==> src/rtl/seq_divider_pkg.sv <==
// seq_divider_pkg: shared types and widths for the iterative restoring divider.
package seq_divider_pkg;

    typedef enum logic [1:0] {
        IDLE,
        RUN,
        DONE
    } state_t;

    localparam int DIV_W = 3;
    localparam int CNT_W = $clog2(2 * DIV_W + 1);

endpackage

==> src/rtl/seq_divider_div_step.sv <==
// div_step: one combinational restoring-division step (shift in a bit, trial subtract).
module div_step
    import seq_divider_pkg::*;
#(
    parameter int W = DIV_W
) (
    input  logic [W-1:0] r_in,
    input  logic         bit_in,
    input  logic [W-1:0] divisor,
    output logic [W-1:0] r_out,
    output logic         q_bit
);

    logic [W:0] shifted;
    logic [W:0] diff;

    // The W+1-bit trial value; only its low W bits survive to the next step.
    assign shifted = {r_in, bit_in};
    assign diff    = shifted - {1'b0, divisor};
    assign q_bit   = shifted >= {1'b0, divisor};
    assign r_out   = q_bit ? diff[W-1:0] : shifted[W-1:0];

endmodule

==> src/rtl/seq_divider.sv <==
// seq_divider: 2W/W unsigned restoring divider, one quotient bit per clock.
// Optional SEQ_DIVIDER_DBZ_EN: zero divisor finishes at once and raises dbz.
module seq_divider
    import seq_divider_pkg::*;
#(
    parameter int W = DIV_W
) (
    input  logic           clk,
    input  logic           rst,
    input  logic           start,
    input  logic [2*W-1:0] dividend,
    input  logic [W-1:0]   divisor,
    output logic           busy,
    output logic           done,
    output logic [2*W-1:0] quotient,
    output logic [W-1:0]   remainder,
    output logic           dbz
);

    localparam int CW = $clog2(2 * W + 1);

    state_t         state;
    state_t         state_nx;
    logic [2*W-1:0] dvd;
    logic [W-1:0]   dvs;
    logic [W-1:0]   r;
    logic [W-1:0]   r_nx;
    logic           q_bit;
    logic [CW-1:0]  cnt;
    logic           accept;
    logic           last;
    logic           zero_div;

    assign accept = start && (state != RUN);
    assign last   = cnt == CW'(2 * W - 1);
    assign busy   = state == RUN;
    assign done   = state == DONE;

`ifdef SEQ_DIVIDER_DBZ_EN
    logic dbz_q;
    assign zero_div = divisor == '0;
    assign dbz      = dbz_q;
`else
    assign zero_div = 1'b0;
    assign dbz      = 1'b0;
`endif

    div_step #(.W(W)) u_step (
        .r_in    (r),
        .bit_in  (dvd[2*W-1]),
        .divisor (dvs),
        .r_out   (r_nx),
        .q_bit   (q_bit)
    );

    always_ff @(posedge clk) begin
        if (rst) state <= IDLE;
        else     state <= state_nx;
    end

    always_comb begin
        state_nx = state;
        unique case (state)
            IDLE, DONE: begin
                if (start) state_nx = zero_div ? DONE : RUN;
                else       state_nx = IDLE;
            end
            RUN:     if (last) state_nx = DONE;
            default: state_nx = IDLE;
        endcase
    end

    // dvd doubles as the quotient shift register: dividend bits leave at
    // the top while quotient bits enter at the bottom.
    always_ff @(posedge clk) begin
        if (rst) begin
            dvd       <= '0;
            dvs       <= '0;
            r         <= '0;
            cnt       <= '0;
            quotient  <= '0;
            remainder <= '0;
`ifdef SEQ_DIVIDER_DBZ_EN
            dbz_q     <= 1'b0;
`endif
        end else if (accept) begin
            dvd <= dividend;
            dvs <= divisor;
            r   <= '0;
            cnt <= '0;
            if (zero_div) begin
                quotient  <= '1;
                remainder <= dividend[W-1:0];
`ifdef SEQ_DIVIDER_DBZ_EN
                dbz_q     <= 1'b1;
`endif
            end
        end else if (state == RUN) begin
            dvd <= {dvd[2*W-2:0], q_bit};
            r   <= r_nx;
            cnt <= cnt + 1'b1;
            if (last) begin
                quotient  <= {dvd[2*W-2:0], q_bit};
                remainder <= r_nx;
`ifdef SEQ_DIVIDER_DBZ_EN
                dbz_q     <= 1'b0;
`endif
            end
        end
    end

endmodule

==> config.mk <==
export PLATFORM = sky130hd
export DESIGN_NAME = seq_divider
export DESIGN_NICKNAME = d
export VERILOG_FILES = /design/src/rtl/seq_divider_pkg.sv /design/src/rtl/seq_divider_div_step.sv /design/src/rtl/seq_divider.sv
export SDC_FILE = /design/constraint.sdc
export NUM_CORES = 1
export LEC_CHECK = 0
export ABC_AREA = 0
export CORE_MARGIN = 2
export CORE_UTILIZATION = 55
export CTS_BUF_LIST = sky130_fd_sc_hd__clkbuf_8 sky130_fd_sc_hd__clkbuf_16
export DETAILED_ROUTE_END_ITERATION = 6
export DONT_BUFFER_PORTS = 1
export GPL_TIMING_DRIVEN = 0
export HOLD_SLACK_MARGIN = 0.03
export PLACE_DENSITY = 0.76
export SYNTH_ARGS = -nofsm -noshare
export SYNTH_HDL_FRONTEND = slang
export SYNTH_SLANG_ARGS = --single-unit
==> constraint.sdc <==
create_clock -name clk -period 2.07 [get_ports clk]
set_clock_uncertainty 0.05 [all_clocks]
set_input_delay 0.621 -clock clk [delete_from_list [all_inputs] [get_ports clk]]
set_output_delay 0.621 -clock clk [all_outputs]
set_load 0.05 [all_outputs]
==> impl_metrics.ini, run 1 <==
[status]
status = finished, final reports clean

[routing]
drt_iter0_markers = 26
drc = 0
via_per_inst = 5.64
totalWireLength_mm = 2.45
firstDrtPassIters = 4
antenna_left = 0
wl_per_cell_um = 14.6
via_count = 948

[clock_tree]
clk_latency_ns = 0.27
clk_path_buf_depth = 2
htree_num_levels = 1
cts_made_buffers = 3
cts_tree = done
cts_root_buf = clkbuf_8
cts_setup_buffers = 0
clk_pin_slew_ns = 0.09
cts.sinks = 26

[global_routing]
globalRouteOverflowTotal = 0
grt_pass1_wl_mm = 3.91
antenna_found_initial = 0
grt_max_degree = 16
grt_use_total_pct = 20.2
grt_pass1_vias = 936

[floorplan]
die_h_um = 50.2
num_rows = 16
core_sq_um = 1980
die_w_um = 50.2
ios = 24
start_util_pct = 59.3
die_area_sq_um = 2520

[power_and_ir_drop]
seq_power_share_pct = 48.6
power_density_nw_per_um2 = 858
internal_power_uw = 842
clockPowerShare_pct = 37.4
power_switching_uw = 272
vdd_drop_max_uv = 559
total_power_mw = 1.11
p_leak_nw = 0.512
p_comb_share_pct = 14.0
swShare_pct = 24.4

[final_layout]
antenna_cells = 0
drive_gt1_share_pct = 10.6
num-nets-final = 160
fillCellCount = 166
syn2layout_area_growth_pct = 10.5

[yosys]
synthesis.nets = 155
synthTopCellsByArea = dfxtp_1, mux2i_1, a211oi_1, nand2_1, ha_1
yosys.cell_count.top_type = dfxtp_1
ys.flop_type = dfxtp_1
seq_area_frac_synth_pct = 44.3
ys_warn_count = 0
synth-seq-cells = 26
postSynthAreaPerCell_sq_um = 8.58
synth.distinct_cells = 27
synth_async_sr_flop_share_pct = 0
yosys-top-cells-count = dfxtp_1, nand2_1, nor2_1
syn_area_sq_um = 1170
synth_area_leader_cell = dfxtp_1
netlist.area_leader.share_pct = 44.3
postSynthCellCount = 137
synth_edf_count = 0

[placement]
dp_hpwl_mm = 1.81
place.gp.congestion = 0.834
port_buffers = 0

[timing]
period_minus_slack_ns = 1.97
timing.hold.ws_ns = 0.380
layout_worst_path_cycle_share_pct = 95.3
worst_slew_pin_slew_ns = 0.580
max-slew-margin-rel_pct = 61.4
grt_setup_unrepaired = no
final_max_slew_viol_count = 0
hold_violations = 0
setup_violations = 0
max_freq_ghz = 0.507

[setup_path]
crit_required_ns = 2.21
ff2ff_path_depth = 7
slowest_delay_ns = 0.35
path_max_fanout = 5
cp_slowest_cell = ha_1
crit_arrival_ns = 2.11
start_kind = register
timing_worst_setup_path_type = register to register
crit_chain = inv_1 > ha_1 > and3_1 > or3_1 > buf_2 > mux2i_2 > a211oi_1
r2r_slack_ns = 0.1
crit_path_end_kind = register

[min_path]
hold_path.class = input port to register
worstHoldPathCells = 1

[flow_run]
drv_cap = 0
-- metal layers --
layer  wire length (um)  track usage [%]
met1               1010             22.6
met2               1260             36.6
met3                142             4.46
met4                 34             8.33
met5                  0                0
-- flip-flops by register name (all words and copies together) (netlist names) --
signal / cells
dvd: 6
quotient: 6
cnt: 3
dvs: 3
r: 3
remainder: 3
state: 2
-- worst paths after layout --
check	from	to
setup / recovery	dvs[2]$_SDFFE_PP0P_	remainder[2]$_SDFFE_PP0P_
hold / removal	rst	state[1]$_SDFFE_PP0P_
setup reg to reg	dvs[2]$_SDFFE_PP0P_	remainder[2]$_SDFFE_PP0P_
hold reg to reg	dvs[2]$_SDFFE_PP0P_	dvs[2]$_SDFFE_PP0P_
-- cell families (layout without fill, tap and decap cells) --
logic type / Yosys count / in the layout / share of synthesized area [%]
buffers and inverters: 16 / 20 / 5.75
xor gates and xnor gates: 3 / 3 / 2.24
muxes: 8 / 8 / 6.82
and+or+nand+nor: 51 / 51 / 19.4
AOI/OAI and AO/OA: 26 / 26 / 14.2
other: 1 / 1 / 0.319
adders and majority gates: 6 / 6 / 7.03
DFF: 26 / 26 / 44.3
-- metrics by stage --
step / utilization, % / cell area, sq um / instances / setup slack (ns) / setup TNS (ns)
CTS: 64.7 / 1280 / 168 / 0.0451 / 0
floorplan: - / 1170 / 137 / 0.212 / 0
global route: 65.5 / 1300 / 168 / 0.0132 / 0
detailed placement: 61.0 / 1210 / 164 / -0.0173 / -0.0173
global placement: 61.0 / 1210 / 164 / 0.0759 / 0
finish: 65.5 / 1300 / 168 / 0.0968 / 0
-- cell type report --
| class | count | area (sq um) | share of cell area [%] |
|---|---|---|---|
| Sequential cell | 26 | 522 | 40.2 |
| Clock buffer | 3 | 41.3 | 3.18 |
| Multi-Input combinational cell | 95 | 603 | 46.4 |
| Buffer | 9 | 42.5 | 3.28 |
| Inverter | 7 | 26.3 | 2.02 |
| Tap cell | 27 | 33.8 | 2.60 |
| Clock inverter | 1 | 30.0 | 2.31 |
-- cell usage in the layout (no fill, tap or decap), types with 2 or more instances in the layout --
cell and count:
dfxtp_1 25, nand2_1 19, nor2_1 15, a21oi_1 12, a211oi_1 9, inv_1 7
mux2i_1 7, nand3_1 5, ha_1 5, nand2b_1 3, buf_2 3, clkbuf_1 3
clkbuf_8 3, nor2b_2 2, or3_1 2, o221ai_1 2, xnor2_1 2
-- power by group through the flow --
stage	Sequential, mW	Combinational [mW]	Clock [mW]
after floorplan	0.547	0.119	0
after global placement	0.550	0.138	0
after detailed placement	0.552	0.146	0
after CTS	0.541	0.148	0.418
after global routing	0.544	0.170	0.434
final	0.541	0.156	0.417
-- critical path, delay by kind of cell, from the launching register on --
kind | cells | cell delay, ns
and+or+nand+nor | 2 | 0.55
adders and majority gates | 1 | 0.35
DFF | 1 | 0.34
buffers and inverters | 2 | 0.22
AOI/OAI and AO/OA | 1 | 0.22
muxes | 1 | 0.17
-- repair_timing --
item / 4_1_cts / 5_1_grt
endpoints found under the setup margin: 2 / 3
hold buffers: 0 / 0
pin swaps: 0 / 0
gates resized for setup: 2 / 5
(Power assumes the default switching activity.)
==> run 2: changes to the inputs <==
--- a/config.mk
+++ b/config.mk
@@ -7,13 +7,13 @@
 export LEC_CHECK = 0
 export ABC_AREA = 0
 export CORE_MARGIN = 2
-export CORE_UTILIZATION = 55
+export CORE_UTILIZATION = 54
 export CTS_BUF_LIST = sky130_fd_sc_hd__clkbuf_8 sky130_fd_sc_hd__clkbuf_16
 export DETAILED_ROUTE_END_ITERATION = 6
 export DONT_BUFFER_PORTS = 1
 export GPL_TIMING_DRIVEN = 0
 export HOLD_SLACK_MARGIN = 0.03
-export PLACE_DENSITY = 0.76
+export PLACE_DENSITY = 0.78
 export SYNTH_ARGS = -nofsm -noshare
 export SYNTH_HDL_FRONTEND = slang
 export SYNTH_SLANG_ARGS = --single-unit
==> constraint.sdc (replaced) <==
create_clock -name clk -period 1.7 [get_ports clk]
set_clock_uncertainty 0.05 [all_clocks]
set_input_delay 0.51 -clock clk [delete_from_list [all_inputs] [get_ports clk]]
set_output_delay 0.51 -clock clk [all_outputs]
set_load 0.05 [all_outputs]
==> run 2 against run 1 <==
  * The run now ends with negative setup slack left
  * Sequential share of layout area shrank 2.0 points
  * Via count decreased by 0.11%
  * Total power rose by 24%
  * Hold slack worse by 0.12 ns
  * First-iteration DRC count down 42%
  * Count of clock-buffer cells in the layout stayed put
  * Register-to-register slack worse by 0.11 ns
  * Critical path type unchanged
  * Clock power rose by 21%
  * Die area increased by 1.7%
  * Sequential power grew 22%
  * Flip-flop and latch count unchanged
==> impl_metrics.ini, run 2 (synthesis results as in run 1) <==
[status]
status = finished, violations left
violations = negative setup slack

[placement]
port_buffers = 0
dpl.cell_count = 164
place.gp.congestion = 0.814
dp_hpwl_mm = 1.78
dpl-instance-area_sq_um = 1250
pre_cts_ws_ns = -0.200

[clock_tree]
cts_made_buffers = 3
htree_num_levels = 1
cts_tree = done
cts.sinks = 26
clk_latency_ns = 0.27
cts_hold_buf = 0
clk_pin_slew_ns = 0.09
clk_path_buf_depth = 2
cts_root_buf = clkbuf_8

[timing]
max_freq_ghz = 0.583
worst_slack_ns = -0.0166
layout_worst_path_cycle_share_pct = 101
max-slew-margin-rel_pct = 59.0
hold_violations = 0
grt_setup_unrepaired = yes
period_minus_slack_ns = 1.72
setup_violations = 2
timing.hold.ws_ns = 0.263
final_max_slew_viol_count = 0
worst_slew_pin_slew_ns = 0.616
setup_tns_ns = -0.0320

[setup_path]
crit_arrival_ns = 1.85
crit_path_end_kind = register
r2r_slack_ns = -0.02
path_delay_family = simple AND/OR/NAND/NOR gates
crit_required_ns = 1.84
crit_chain = inv_2 > ha_4 > fa_2 > nor2b_4 > or3_4 > mux2i_1 > a211oi_1
start_kind = register
path_buf_inv = 1
slowest_delay_ns = 0.43
cp_slowest_cell = or3_4
reg2reg_from = dvd[5]$_SDFFE_PP0P_
timing_worst_setup_path_type = register to register
r2r_end = r[2]$_SDFFE_PP0P_
ff2ff_path_depth = 7
path_max_fanout = 5

[flow_run]
drv_cap = 0

[floorplan]
die_h_um = 50.6
num_rows = 16
ios = 24
die_area_sq_um = 2560
die_w_um = 50.6
start_util_pct = 58.7
core_sq_um = 2000

[min_path]
worstHoldPathCells = 1
hold_path.class = input port to register
worstHoldStart = rst
worstHoldEndpoint = state[1]$_SDFFE_PP0P_

[global_routing]
antenna_found_initial = 0
grt_pass1_wl_mm = 4.01
globalRouteOverflowTotal = 0
grt_use_total_pct = 20.6
grt_pass1_vias = 953
grt_max_degree = 16

[final_layout]
fillCellCount = 156
final_common_cell = dfxtp_1
regArea_sq_um = 528
multiInputGateArea_sq_um = 653
mostFrequentLayoutCells = dfxtp_1, nand2_1, nor2_1, a21oi_1, a211oi_1
antenna_cells = 0
final_core_utilization_pct = 69.1
reg_top3 = dvd: 6 flops, quotient: 6 flops
syn2layout_area_growth_pct = 17.7
layoutNonFillerInstCount = 170
drive_gt1_share_pct = 19.6
num-nets-final = 162
post-route-cell-area_sq_um = 1380

[routing]
via_per_inst = 5.57
wl_per_cell_um = 14.5
firstDrtPassIters = 4
via_count = 947
drt_iter0_markers = 15
drc = 0
totalWireLength_mm = 2.46
antenna_left = 0

[power_and_ir_drop]
vdd_drop_max_uv = 609
total_power_mw = 1.39
p_leak_nw = 0.544
power_density_nw_per_um2 = 1000
==> run 2: cell count changes in the layout (fill, tap and decap cells not counted), sizes merged <==
cell	delta
buf	+3
clkbuf	-1
==> run 2: worst reg2reg max path, cell delays in order, from the launching register on <==
cell	delay, ns
dfxtp_2	0.34
inv_2	0.06
ha_4	0.12
fa_2	0.23
nor2b_4	0.05
or3_4	0.43
mux2i_1	0.15
a211oi_1	0.21
==> run 2: timing repair <==
item / CTS / global route
endpoints found under the setup margin: 9 / 7
pin swaps: 6 / 3
gates resized for setup: 12 / 3
cloned: 0 / 0
setup buffers: 3 / 0
==> run 2: worst max-delay path by stage <==
stage,startpoint,to,slack [ns],cells past startpoint
after floorplan,dvd[5]$_SDFFE_PP0P_,r[2]$_SDFFE_PP0P_,-0.05,8
after global placement,dvd[5]$_SDFFE_PP0P_,r[2]$_SDFFE_PP0P_,-0.13,8
after detailed placement,dvd[5]$_SDFFE_PP0P_,r[2]$_SDFFE_PP0P_,-0.20,8
after CTS,dvs[2]$_SDFFE_PP0P_,r[2]$_SDFFE_PP0P_,-0.02,6
after global routing,dvd[5]$_SDFFE_PP0P_,remainder[2]$_SDFFE_PP0P_,-0.08,7
final,dvd[5]$_SDFFE_PP0P_,r[2]$_SDFFE_PP0P_,-0.02,7
==> run 2: report_power, final <==
group | switching, mW | internal [mW]
clock network | 0.191 | 0.315
logic | 0.122 | 0.0967
registers | 0.0227 | 0.638
==> run 2: layer usage <==
metal  wire [um]  global-route usage [%]  part of all wire, %
met2        1200                    37.7                   49
met1        1110                    22.9                   45
met3         100                    3.27                  4.1
met4          48                    9.91                  2.0
met5           0                       0                    0
==> run 2: area by class of cell <==
| cell class | count | area share, % |
|---|---|---|
| repair buffers | 3 | 1.63 |
| plain buffers | 8 | 3.44 |
| multi-input cells | 95 | 47.2 |
| well taps | 27 | 2.44 |
| inverters | 7 | 1.90 |
| clock inverters | 1 | 2.17 |
| clock buffers | 3 | 2.99 |
| flip-flops and latches | 26 | 38.2 |
==> run 3: changes to the inputs <==
--- a/config.mk
+++ b/config.mk
@@ -7,13 +7,13 @@
 export LEC_CHECK = 0
 export ABC_AREA = 0
 export CORE_MARGIN = 2
-export CORE_UTILIZATION = 54
+export CORE_UTILIZATION = 30
 export CTS_BUF_LIST = sky130_fd_sc_hd__clkbuf_8 sky130_fd_sc_hd__clkbuf_16
 export DETAILED_ROUTE_END_ITERATION = 6
 export DONT_BUFFER_PORTS = 1
 export GPL_TIMING_DRIVEN = 0
 export HOLD_SLACK_MARGIN = 0.03
-export PLACE_DENSITY = 0.78
+export PLACE_DENSITY = 0.51
 export SYNTH_ARGS = -nofsm -noshare
 export SYNTH_HDL_FRONTEND = slang
 export SYNTH_SLANG_ARGS = --single-unit
==> run 3 against run 2 <==
  * The flow still finishes with violations (negative setup slack)
  * Design area increased by 7.7%
  * First-iteration DRC count unchanged
  * Flip-flop and latch count unchanged
  * Wire length rose by 16%
  * Cell count grew 16%
  * Hold slack is essentially flat
  * Global-route usage is 6.5 points lower
  * Sequential power hardly changed
  * Non-clock buffer count is 6 higher
  * Count of clock-buffer cells in the layout did not move
  * Clock power up 3%
  * Critical endpoint is now r[1]$_SDFFE_PP0P_
==> impl_metrics.ini, run 3 (synthesis results as in run 1) <==
[clock_tree]
cts_tree = done
cts_hold_buf = 0
htree_num_levels = 1
clk_pin_slew_ns = 0.09
cts.sinks = 26
cts_made_buffers = 3
cts_root_buf = clkbuf_8
clk_latency_ns = 0.27
clk_path_buf_depth = 2

[routing]
drc = 0
via_per_inst = 4.86
via_count = 957
firstDrtPassIters = 4
drt_iter0_markers = 15
totalWireLength_mm = 2.85
wl_per_cell_um = 14.5
antenna_left = 0

[power_and_ir_drop]
p_leak_nw = 0.571
vdd_drop_max_uv = 331
power_density_nw_per_um2 = 967

[min_path]
hold_path.class = input port to register
worstHoldEndpoint = state[1]$_SDFFE_PP0P_
worstHoldStart = rst
worstHoldPathCells = 1

[timing]
max-slew-margin-rel_pct = 59.0
worst_slew_pin_slew_ns = 0.615
setup_violations = 3
hold_violations = 0
period_minus_slack_ns = 1.79
setup_tns_ns = -0.239
grt_setup_unrepaired = yes
timing.hold.ws_ns = 0.264
max_freq_ghz = 0.558
layout_worst_path_cycle_share_pct = 105
final_max_slew_viol_count = 0
worst_slack_ns = -0.0910

[final_layout]
drive_gt1_share_pct = 27.5
reg_top3 = dvd: 6 flops, quotient: 6 flops
mostFrequentLayoutCells = dfxtp_1, nand2_1, nor2_1, a21oi_1, buf_4
layoutNonFillerInstCount = 197
syn2layout_area_growth_pct = 26.7
post-route-cell-area_sq_um = 1490
final_common_cell = dfxtp_1
final_core_utilization_pct = 40.1
antenna_cells = 0
num-nets-final = 168

[global_routing]
antenna_found_initial = 0
grt_use_total_pct = 14.1
grt_max_degree = 16
grt_pass1_wl_mm = 4.73
globalRouteOverflowTotal = 0
grt_pass1_vias = 987

[status]
status = finished, violations left
violations = negative setup slack

[floorplan]
die_h_um = 66.6
ios = 24
die_w_um = 66.6
num_rows = 22
die_area_sq_um = 4430
core_sq_um = 3720
start_util_pct = 31.6

[setup_path]
r2r_end = r[1]$_SDFFE_PP0P_
crit_path_end_kind = register
reg2reg_from = dvd[5]$_SDFFE_PP0P_
crit_required_ns = 1.85
start_kind = register
ff2ff_path_depth = 8
timing_worst_setup_path_type = register to register
crit_arrival_ns = 1.94
path_max_fanout = 3
r2r_slack_ns = -0.09

[placement]
place.gp.congestion = 0.767
dpl-instance-area_sq_um = 1270
port_buffers = 0
dpl.cell_count = 185
dp_hpwl_mm = 1.99

[flow_run]
drv_cap = 0
==> run 3: final cells by class <==
type | instances | area, sq um
fill | 391 | 2230
inverter | 7 | 26.3
multi-input combinational | 95 | 684
clock inverter | 1 | 30.0
buffer | 8 | 48.8
clock buffer | 3 | 41.3
sequential | 26 | 531
timing repair buffer | 9 | 67.6
tap | 48 | 60.1
==> run 3: what timing repair did <==
action | in CTS | in global routing
gates resized for setup | 16 | 8
hold endpoints to repair | 0 | 0
setup buffers | 7 | 2
setup endpoints to repair | 9 | 11
pin swaps | 7 | 3
==> run 3: report_power, final <==
part | internal [mW] | switching (mW) | total, mW
Sequential | 0.637 | 0.0227 | 0.659
Combinational | 0.118 | 0.143 | 0.262
Clock | 0.315 | 0.204 | 0.519
==> run 3: critical path, cell delays in order (launching register included) <==
cell     delay, ns
dfxtp_2       0.35
inv_2         0.04
ha_4          0.15
fa_2          0.35
nor2b_2       0.16
buf_4         0.13
nor3_2        0.04
or3_1         0.31
a31oi_1       0.13
==> run 3: how the worst max path moves through the flow <==
stage | startpoint | endpoint | slack, ns | depth (start not counted)
finish | dvd[5]$_SDFFE_PP0P_ | r[1]$_SDFFE_PP0P_ | -0.09 | 8
detailed placement | dvd[5]$_SDFFE_PP0P_ | r[2]$_SDFFE_PP0P_ | -0.19 | 8
global placement | dvd[5]$_SDFFE_PP0P_ | remainder[2]$_SDFFE_PP0P_ | -0.15 | 8
global route | dvd[5]$_SDFFE_PP0P_ | remainder[2]$_SDFFE_PP0P_ | -0.15 | 7
CTS | r[1]$_SDFFE_PP0P_ | r[2]$_SDFFE_PP0P_ | -0.03 | 5
floorplan | dvd[5]$_SDFFE_PP0P_ | r[2]$_SDFFE_PP0P_ | -0.05 | 8
==> run 3: stage by stage <==
step                      power, mW  setup slack (ns)
after floorplan               0.825           -0.0499
after global placement        0.859            -0.154
after detailed placement      0.868            -0.192
after CTS                      1.43           -0.0337
after global routing           1.52            -0.151
final                          1.44           -0.0910
==> run 3: layer usage <==
metal | wire length, um | GRT usage [%] | up-vias | share of wire (%)
met5 | 0 | 0 | - | 0
met2 | 1420 | 24.6 | 21 | 50
met1 | 1210 | 16.5 | 447 | 42
met3 | 209 | 6.08 | 4 | 7.3
met4 | 14 | 1.53 | 0 | 0.49
li1 | - | - | 485 | -
